### config.mk
export PLATFORM = sky130hd
export DESIGN_NAME = t07_mem_arbiter
export DESIGN_NICKNAME = d
export VERILOG_FILES = /design/src/rtl/t07_arb_pkg.sv /design/src/rtl/t07_arb_timer.sv /design/src/rtl/t07_mem_arbiter.sv
export SDC_FILE = /design/constraint.sdc
export NUM_CORES = 1
export LEC_CHECK = 0
export CAP_MARGIN = 20
export CORE_ASPECT_RATIO = 1.75
export CORE_MARGIN = 3
export CORE_UTILIZATION = 35
export DETAILED_ROUTE_END_ITERATION = 8
export GPL_ROUTABILITY_DRIVEN = 0
export PLACE_DENSITY = 0.71
export REMOVE_ABC_BUFFERS = 1
export SETUP_SLACK_MARGIN = 0.02
export SLEW_MARGIN = 30
export SYNTH_ARGS = -nofsm -noshare
export SYNTH_HDL_FRONTEND = slang
export SYNTH_SLANG_ARGS = --single-unit
### constraint.sdc
create_clock -name clk -period 2.67 [get_ports clk]
set_input_delay 0.4005 -clock clk [delete_from_list [all_inputs] [get_ports clk]]
set_output_delay 0.4005 -clock clk [all_outputs]
set_load 0.05 [all_outputs]
### src/rtl/t07_arb_pkg.sv
// t07 memory arbiter shared types and constants.
// Imported by the arbiter top and its timeout timer.
package t07_arb_pkg;

    typedef enum logic [1:0] {
        ST_IDLE  = 2'd0,
        ST_FETCH = 2'd1,
        ST_DATA  = 2'd2
    } arb_state_e;

    typedef enum logic {
        GNT_FETCH = 1'b0,
        GNT_DATA  = 1'b1
    } arb_grant_e;

    localparam logic [31:0] NOP_INSTR = 32'h0000_0013;
    localparam logic [3:0]  SEL_WORD  = 4'hF;

endpackage

### src/rtl/t07_arb_timer.sv
// Ack-wait counter for the t07 arbiter; only instantiated when
// T07_ARB_TIMEOUT_EN is defined.
module t07_arb_timer #(
    parameter int LIMIT = 255
) (
    input  logic clk,
    input  logic nrst,
    input  logic clr_i,
    input  logic en_i,
    output logic expired_o
);

    localparam int CW = (LIMIT < 2) ? 1 : $clog2(LIMIT);

    logic [CW-1:0] cnt_q, cnt_d;

    // expires on the edge where the count would reach LIMIT
    assign expired_o = en_i & (cnt_q == CW'(LIMIT - 1));

    // clear on grant, count each waiting cycle
    always_comb begin
        cnt_d = cnt_q;
        if (clr_i) begin
            cnt_d = '0;
        end else if (en_i && !expired_o) begin
            cnt_d = cnt_q + CW'(1);
        end
    end

    // counter register
    always_ff @(posedge clk) begin
        if (!nrst) begin
            cnt_q <= '0;
        end else begin
            cnt_q <= cnt_d;
        end
    end

endmodule

### src/rtl/t07_mem_arbiter.sv
// t07 memory arbiter: one memory port shared by fetch and LSU.
// Define T07_ARB_TIMEOUT_EN to abort accesses whose ack never comes.
module t07_mem_arbiter
    import t07_arb_pkg::*;
#(
    parameter int ADDR_W         = 32,
    parameter int DATA_W         = 32,
    parameter int TIMEOUT_CYCLES = 255
) (
    input  logic              clk,
    input  logic              nrst,
    input  logic              if_req,
    input  logic [ADDR_W-1:0] if_addr,
    input  logic              d_read,
    input  logic              d_write,
    input  logic [ADDR_W-1:0] d_addr,
    input  logic [DATA_W-1:0] d_wdata,
    input  logic [3:0]        d_sel,
    output logic [DATA_W-1:0] instr_o,
    output logic              if_done,
    output logic [DATA_W-1:0] d_rdata,
    output logic              d_done,
    output logic              stall_o,
    output logic              mem_req,
    output logic              mem_we,
    output logic [ADDR_W-1:0] mem_addr,
    output logic [DATA_W-1:0] mem_wdata,
    output logic [3:0]        mem_sel,
    input  logic              mem_ack,
    input  logic [DATA_W-1:0] mem_rdata,
    output logic              arb_err
);

    arb_state_e        state_q, state_d;
    arb_grant_e        last_q, last_d;
    logic              req_q, req_d;
    logic              we_q, we_d;
    logic [ADDR_W-1:0] addr_q, addr_d;
    logic [DATA_W-1:0] wdata_q, wdata_d;
    logic [3:0]        sel_q, sel_d;
    logic [DATA_W-1:0] instr_q, instr_d;
    logic [DATA_W-1:0] rdata_q, rdata_d;
    logic              ifd_q, ifd_d;
    logic              dd_q, dd_d;
    logic              err_q, err_d;

    logic f_pend, d_pend, pick_d, pick_f;
    logic busy, grant, tmo;

    // a requester whose done is pulsing is not yet a new request
    assign f_pend = if_req & ~ifd_q;
    assign d_pend = (d_read | d_write) & ~dd_q;
    assign pick_d = d_pend & (~f_pend | (last_q != GNT_DATA));
    assign pick_f = f_pend & ~pick_d;
    assign busy   = (state_q != ST_IDLE);
    assign grant  = ~busy & (pick_d | pick_f);

`ifdef T07_ARB_TIMEOUT_EN
    t07_arb_timer #(
        .LIMIT(TIMEOUT_CYCLES)
    ) u_timer (
        .clk      (clk),
        .nrst     (nrst),
        .clr_i    (grant),
        .en_i     (busy & ~mem_ack),
        .expired_o(tmo)
    );
`else
    assign tmo = 1'b0;
`endif

    // arbitration, completion and timeout next-state logic
    always_comb begin
        state_d = state_q;
        last_d  = last_q;
        req_d   = req_q;
        we_d    = we_q;
        addr_d  = addr_q;
        wdata_d = wdata_q;
        sel_d   = sel_q;
        instr_d = instr_q;
        rdata_d = rdata_q;
        ifd_d   = 1'b0;
        dd_d    = 1'b0;
        err_d   = 1'b0;
        unique case (state_q)
            ST_IDLE: begin
                if (pick_d) begin
                    state_d = ST_DATA;
                    req_d   = 1'b1;
                    we_d    = d_write;
                    addr_d  = d_addr;
                    wdata_d = d_wdata;
                    sel_d   = d_sel;
                end else if (pick_f) begin
                    state_d = ST_FETCH;
                    req_d   = 1'b1;
                    we_d    = 1'b0;
                    addr_d  = if_addr;
                    wdata_d = '0;
                    sel_d   = SEL_WORD;
                end
            end
            ST_FETCH: begin
                if (mem_ack) begin
                    state_d = ST_IDLE;
                    req_d   = 1'b0;
                    last_d  = GNT_FETCH;
                    instr_d = mem_rdata;
                    ifd_d   = 1'b1;
                end else if (tmo) begin
                    state_d = ST_IDLE;
                    req_d   = 1'b0;
                    last_d  = GNT_FETCH;
                    instr_d = DATA_W'(NOP_INSTR);
                    ifd_d   = 1'b1;
                    err_d   = 1'b1;
                end
            end
            ST_DATA: begin
                if (mem_ack) begin
                    state_d = ST_IDLE;
                    req_d   = 1'b0;
                    last_d  = GNT_DATA;
                    dd_d    = 1'b1;
                    if (!we_q) begin
                        rdata_d = mem_rdata;
                    end
                end else if (tmo) begin
                    state_d = ST_IDLE;
                    req_d   = 1'b0;
                    last_d  = GNT_DATA;
                    rdata_d = DATA_W'(NOP_INSTR);
                    dd_d    = 1'b1;
                    err_d   = 1'b1;
                end
            end
            default: begin
                state_d = ST_IDLE;
                req_d   = 1'b0;
            end
        endcase
    end

    // state and output registers
    always_ff @(posedge clk) begin
        if (!nrst) begin
            state_q <= ST_IDLE;
            last_q  <= GNT_FETCH;
            req_q   <= 1'b0;
            we_q    <= 1'b0;
            addr_q  <= '0;
            wdata_q <= '0;
            sel_q   <= '0;
            instr_q <= '0;
            rdata_q <= '0;
            ifd_q   <= 1'b0;
            dd_q    <= 1'b0;
            err_q   <= 1'b0;
        end else begin
            state_q <= state_d;
            last_q  <= last_d;
            req_q   <= req_d;
            we_q    <= we_d;
            addr_q  <= addr_d;
            wdata_q <= wdata_d;
            sel_q   <= sel_d;
            instr_q <= instr_d;
            rdata_q <= rdata_d;
            ifd_q   <= ifd_d;
            dd_q    <= dd_d;
            err_q   <= err_d;
        end
    end

    // freeze while a request is outstanding; quiet during reset
    assign stall_o = nrst & ((if_req & ~ifd_q) |
                             ((d_read | d_write) & ~dd_q));

    assign instr_o   = instr_q;
    assign if_done   = ifd_q;
    assign d_rdata   = rdata_q;
    assign d_done    = dd_q;
    assign mem_req   = req_q;
    assign mem_we    = we_q;
    assign mem_addr  = addr_q;
    assign mem_wdata = wdata_q;
    assign mem_sel   = sel_q;
    assign arb_err   = err_q;

endmodule

* Word-level counts from Yosys, hierarchy flattened
Index checks and enable logic that the tools add are counted.
Widths: inputs -> output; s select.
** Word-level totals
- Flip-flop bits (word level) :: 139
- Input port bits :: 138
- Output and inout bits :: 138
- Logic and storage cells :: 61
** Operators by class
- Equality and inequality tests :: 6
- Multiplexer cells :: 19
- Bitwise gates (word level) :: 14
- Reduce and logical (&&, ||, !) cells :: 11
** Operators with widths (number)
- $mux 32 :: 4
- $reduce_and 2->1 :: 5
- $mux 4 :: 2
- $mux 1 :: 7
- $mux 2 :: 3
- $not 1->1 :: 6
- $reduce_and 3->1 :: 2
- $and 1x1->1 :: 5
- $ne 2x2->1 const B :: 2
- $pmux 1 s2 :: 2
- $pmux 2 s2 :: 1
- $reduce_bool 2->1 :: 2
- $ne 3x3->1 const B :: 1
- $or 1x1->1 :: 3
- $eq 2x1->1 const B :: 1
- $eq 2x2->1 const B :: 1
- $logic_not 2->1 :: 1
- $ne 2x1->1 const B :: 1
- $reduce_or 2->1 :: 1

* Longest topological paths before layout
- Depth after elaboration :: 10
- Depth in mapped cells :: 8
- Gate-level depth less buffers :: 5

* Least setup slack after synthesis
Ideal clock, no wire load.
- Kind :: reg2out
- From :: reg dd_q, in the netlist d_done
- To :: out stall_o
- Arrival :: 1.856 ns
- Required time :: 2.270 ns
- Setup slack :: 0.414 ns
- Cell stages (with the launch flop) :: 5
- Buffers on the path :: 2
- Cells stage by stage :: dfxtp_1 > o21bai_2 > buf_4 > buf_2 > a21oi_1
** On the way
- Word-level cells in the longest chain between the ends :: 4
** Ends and longest elaborated chain
- start: declaration :: line t07_mem_arbiter.sv:44 : logic dd_q, dd_d;
- start signal: assignment :: line t07_mem_arbiter.sv:158 : dd_q <= 1'b0;
- start signal: assignment :: line t07_mem_arbiter.sv:171 : dd_q <= dd_d;
- $not 1->1 :: line t07_mem_arbiter.sv:178 : ((d_read | d_write) & ~dd_q));
- $and 1x1->1 :: line t07_mem_arbiter.sv:178
- $or 1x1->1 :: line t07_mem_arbiter.sv:177 : assign stall_o = nrst & ((if_req & ~ifd_q) |
- $and 1x1->1 :: line t07_mem_arbiter.sv:177
- end: declaration :: line t07_mem_arbiter.sv:23 : output logic stall_o,
No other way between the ends.

* Worst setup path after layout
- From :: reg dd_q, in the netlist d_done
- To :: out d_done
** RTL lines
- end: declaration :: line t07_mem_arbiter.sv:22 : output logic d_done,
No word-level cell between the ends.

==> metrics.yaml <==
cells_and_area:
  drive_above_1_share_pct: 6.934
  n_fill_cell: 1434
  multi_input_area_um2: 2406
  final_nets: 1051
  stdcell_count: 1111
  fin_area_um2: 8935
  area_growth_pct: 60.91
  final-seq-area_um2: 2783
detailed_routing:
  finalWirelength_um: 19610
  ant_nets: 0
  via_per_inst: 5.218
  drt_first_pass_iters: 6
  vias: 5797
  drt_iter0_markers: 285
  drc: 0
  wl_per_cell_um: 17.65
setup_path:
  startpoint: "d_done$_SDFF_PN0_"
  cp-start-kind: "register"
  crit_family: "buffers and inverters"
  worst-path-buf-inv: 1
  slowest_delay_ns: 0.87
  setup.worst_path.end_class: "output port"
  slowest_stage: "clkdlybuf4s50_1"
  worstPathMaxFanout: 4
  crit_type: "register to output port"
  required_ns: 2.27
  rr_startpoint: "state_q[0]$_SDFFE_PN0P_"
  worstPathArrival_ns: 1.66
  path_cells: "clkdlybuf4s50_1"
floorplan:
  die-area_um2: 17470
  rows: 60
  coreArea_um2: 15460
  die_h_um: 172.6
  top_level_ports: 276
  start_util_pct: 35.91
  die_w_um: 101.2
timing:
  fin_crit_ns: 2.058
  maxSlewHeadroom_pct: 52.85
  tightest_slew_ns: 0.7072
  setup_viol: 0
  finalHoldViolCount: 0
  rsz0062_at_grt: "false"
  drv_slew: 0
  finalCritPeriodShare_pct: 77.10
  timing.fmax_ghz: 0.4858
  worst_clock_skew_ns: 0.01064
  setup_tns_ns: 0
logic_synthesis:
  synth_top_area_share_pct: 50.11
  synth.yosys.seq_area_share_pct: 50.11
  async_flop_share_pct: 0
  synth_seq_cells: 139
  netlist_area_um2: 5553
  ys_warn_count: 0
  yosys_most_used_dff: "dfxtp_1"
  synth_cell_types: 34
  syn_area_per_cell_um2: 8.275
  synth_edf_count: 0
  synth.largest_area_cell: "dfxtp_1"
  synth_commonest_cells: "nand2_1, dfxtp_1, a21oi_1"
  synth.most_common_cell: "nand2_1"
  synth_cells: 671
  synth_area_leaders: "dfxtp_1, nand2_1, a21oi_1"
power_and_ir_drop:
  p_int_w: 0.004563
  p_sw_w: 0.002538
  pwr-share-comb_pct: 31.6
  swShare_pct: 35.74
  ir_drop_v: 0.0004894
  p_leak_nw: 3.142
  power_density_nw_per_um2: 794.9
  power_frac_clock_pct: 34.3
  pwr-share-seq_pct: 34.1
  power.total_w: 0.007102
placement:
  io_buffers: 274
  place_inst: 1077
  placed_area_um2: 8322
  post-dp-hpwl_um: 13320
grt:
  grt_max_degree: 89
  grtUsageTotal_pct: 21.98
  grt_pass1_wl_um: 30330
  grt_overflow_total: 0
  antenna_found_initial: 2
  grt_pass1_vias: 5620
cts:
  postCtsHoldBufs: 0
  htree_levels: 4
  post_cts_resized: 0
  post_cts_buffers: 0
  cts_buffers: 17
  cts_buffer_depth: 2
  clock-sinks: 139
  clkLatencyLatePin_ns: 0.41
  clk_pin_slew_ns: 0.07
  cts_tree: "yes"
  root_buffer: "clkbuf_16"
run_status:
  status: "complete, no violations"
min_path:
  hold_path.class: "input port to register"
  hp-start: "nrst"
job:
  drv_cap: 0
==> area by class of cell <==
cell class	count	area share, %
well taps	186	2.605
multi-input cells	458	26.93
clock buffers	19	5.069
flip-flops and latches	139	31.14
clock inverters	13	1.736
diodes	2	0.05601
inverters	3	0.1400
repair buffers	291	32.32
==> flip-flops by register name, summed over array words and instances, names as in the netlist <==
signal and cells:
mem_req 1, instr_o 32, if_done 1, mem_we 1, state_q 2, mem_wdata 32, last_q 1, d_done 1
mem_sel 4, d_rdata 32, mem_addr 32
==> layer usage <==
layer	up-vias	GRT usage [%]	wire length, µm
met5	-	0	0
met4	0	10.93	858
met3	48	5.692	1240
met2	229	37.92	10300
met1	2684	24.35	7209
li1	2836	-	-
==> power groups by stage <==
stage          registers, W  logic, W  clock network (W)
2_1_floorplan       0.00321  0.000557                  0
3_3_place_gp        0.00246   0.00224                  0
3_5_place_dp        0.00247   0.00225                  0
4_1_cts             0.00242   0.00226            0.00249
5_1_grt             0.00245   0.00237            0.00256
6_report            0.00242   0.00225            0.00243
==> logic make-up (layout without fill, tap and decap cells) <==
group	after synthesis	in the layout	share of synthesized area, %
buffers and inverters	74	326	6.602
and+or+nand+nor	247	247	18.39
DFF	139	139	50.11
AOI/OAI and AO/OA	207	207	24.16
adders and majority gates	3	3	0.6761
other	1	3	0.06753
==> cell usage in the layout, fill, tap and decap left out, types with 17 or more instances in the layout <==
master | netlist | layout
a211oi_1 | 32 | 32
a21oi_1 | 66 | 66
a311oi_1 | 32 | 32
clkbuf_16 | 0 | 17
clkdlybuf4s50_1 | 0 | 272
dfxtp_1 | 139 | 139
nand2_1 | 197 | 197
nand3_1 | 33 | 33
o21ai_0 | 32 | 32
o22ai_1 | 33 | 33
==> metrics by stage <==
stage | hold slack (ns) | utilization [%] | setup slack, ns
finish | 0.4096 | 57.78 | 0.6115
global route | 0.4185 | 57.78 | 0.5283
CTS | 0.4006 | 57.74 | 0.5715
detailed placement | 0.4456 | 53.81 | 0.5471
global placement | 0.4415 | 53.81 | 0.6007
floorplan | 0.4764 | - | -0.2161
==> final timing paths <==
kind	end	slack [ns]	cells after the start
worst max-delay path	d_done	0.61	1
worst min-delay path	d_rdata[27]$_SDFFE_PN0P_	0.41	3
worst max register to register	mem_addr[3]$_SDFFE_PN0P_	0.84	6
worst min register to register	d_rdata[10]$_SDFFE_PN0P_	0.45	2
Power figures use the tool's default switching activity.
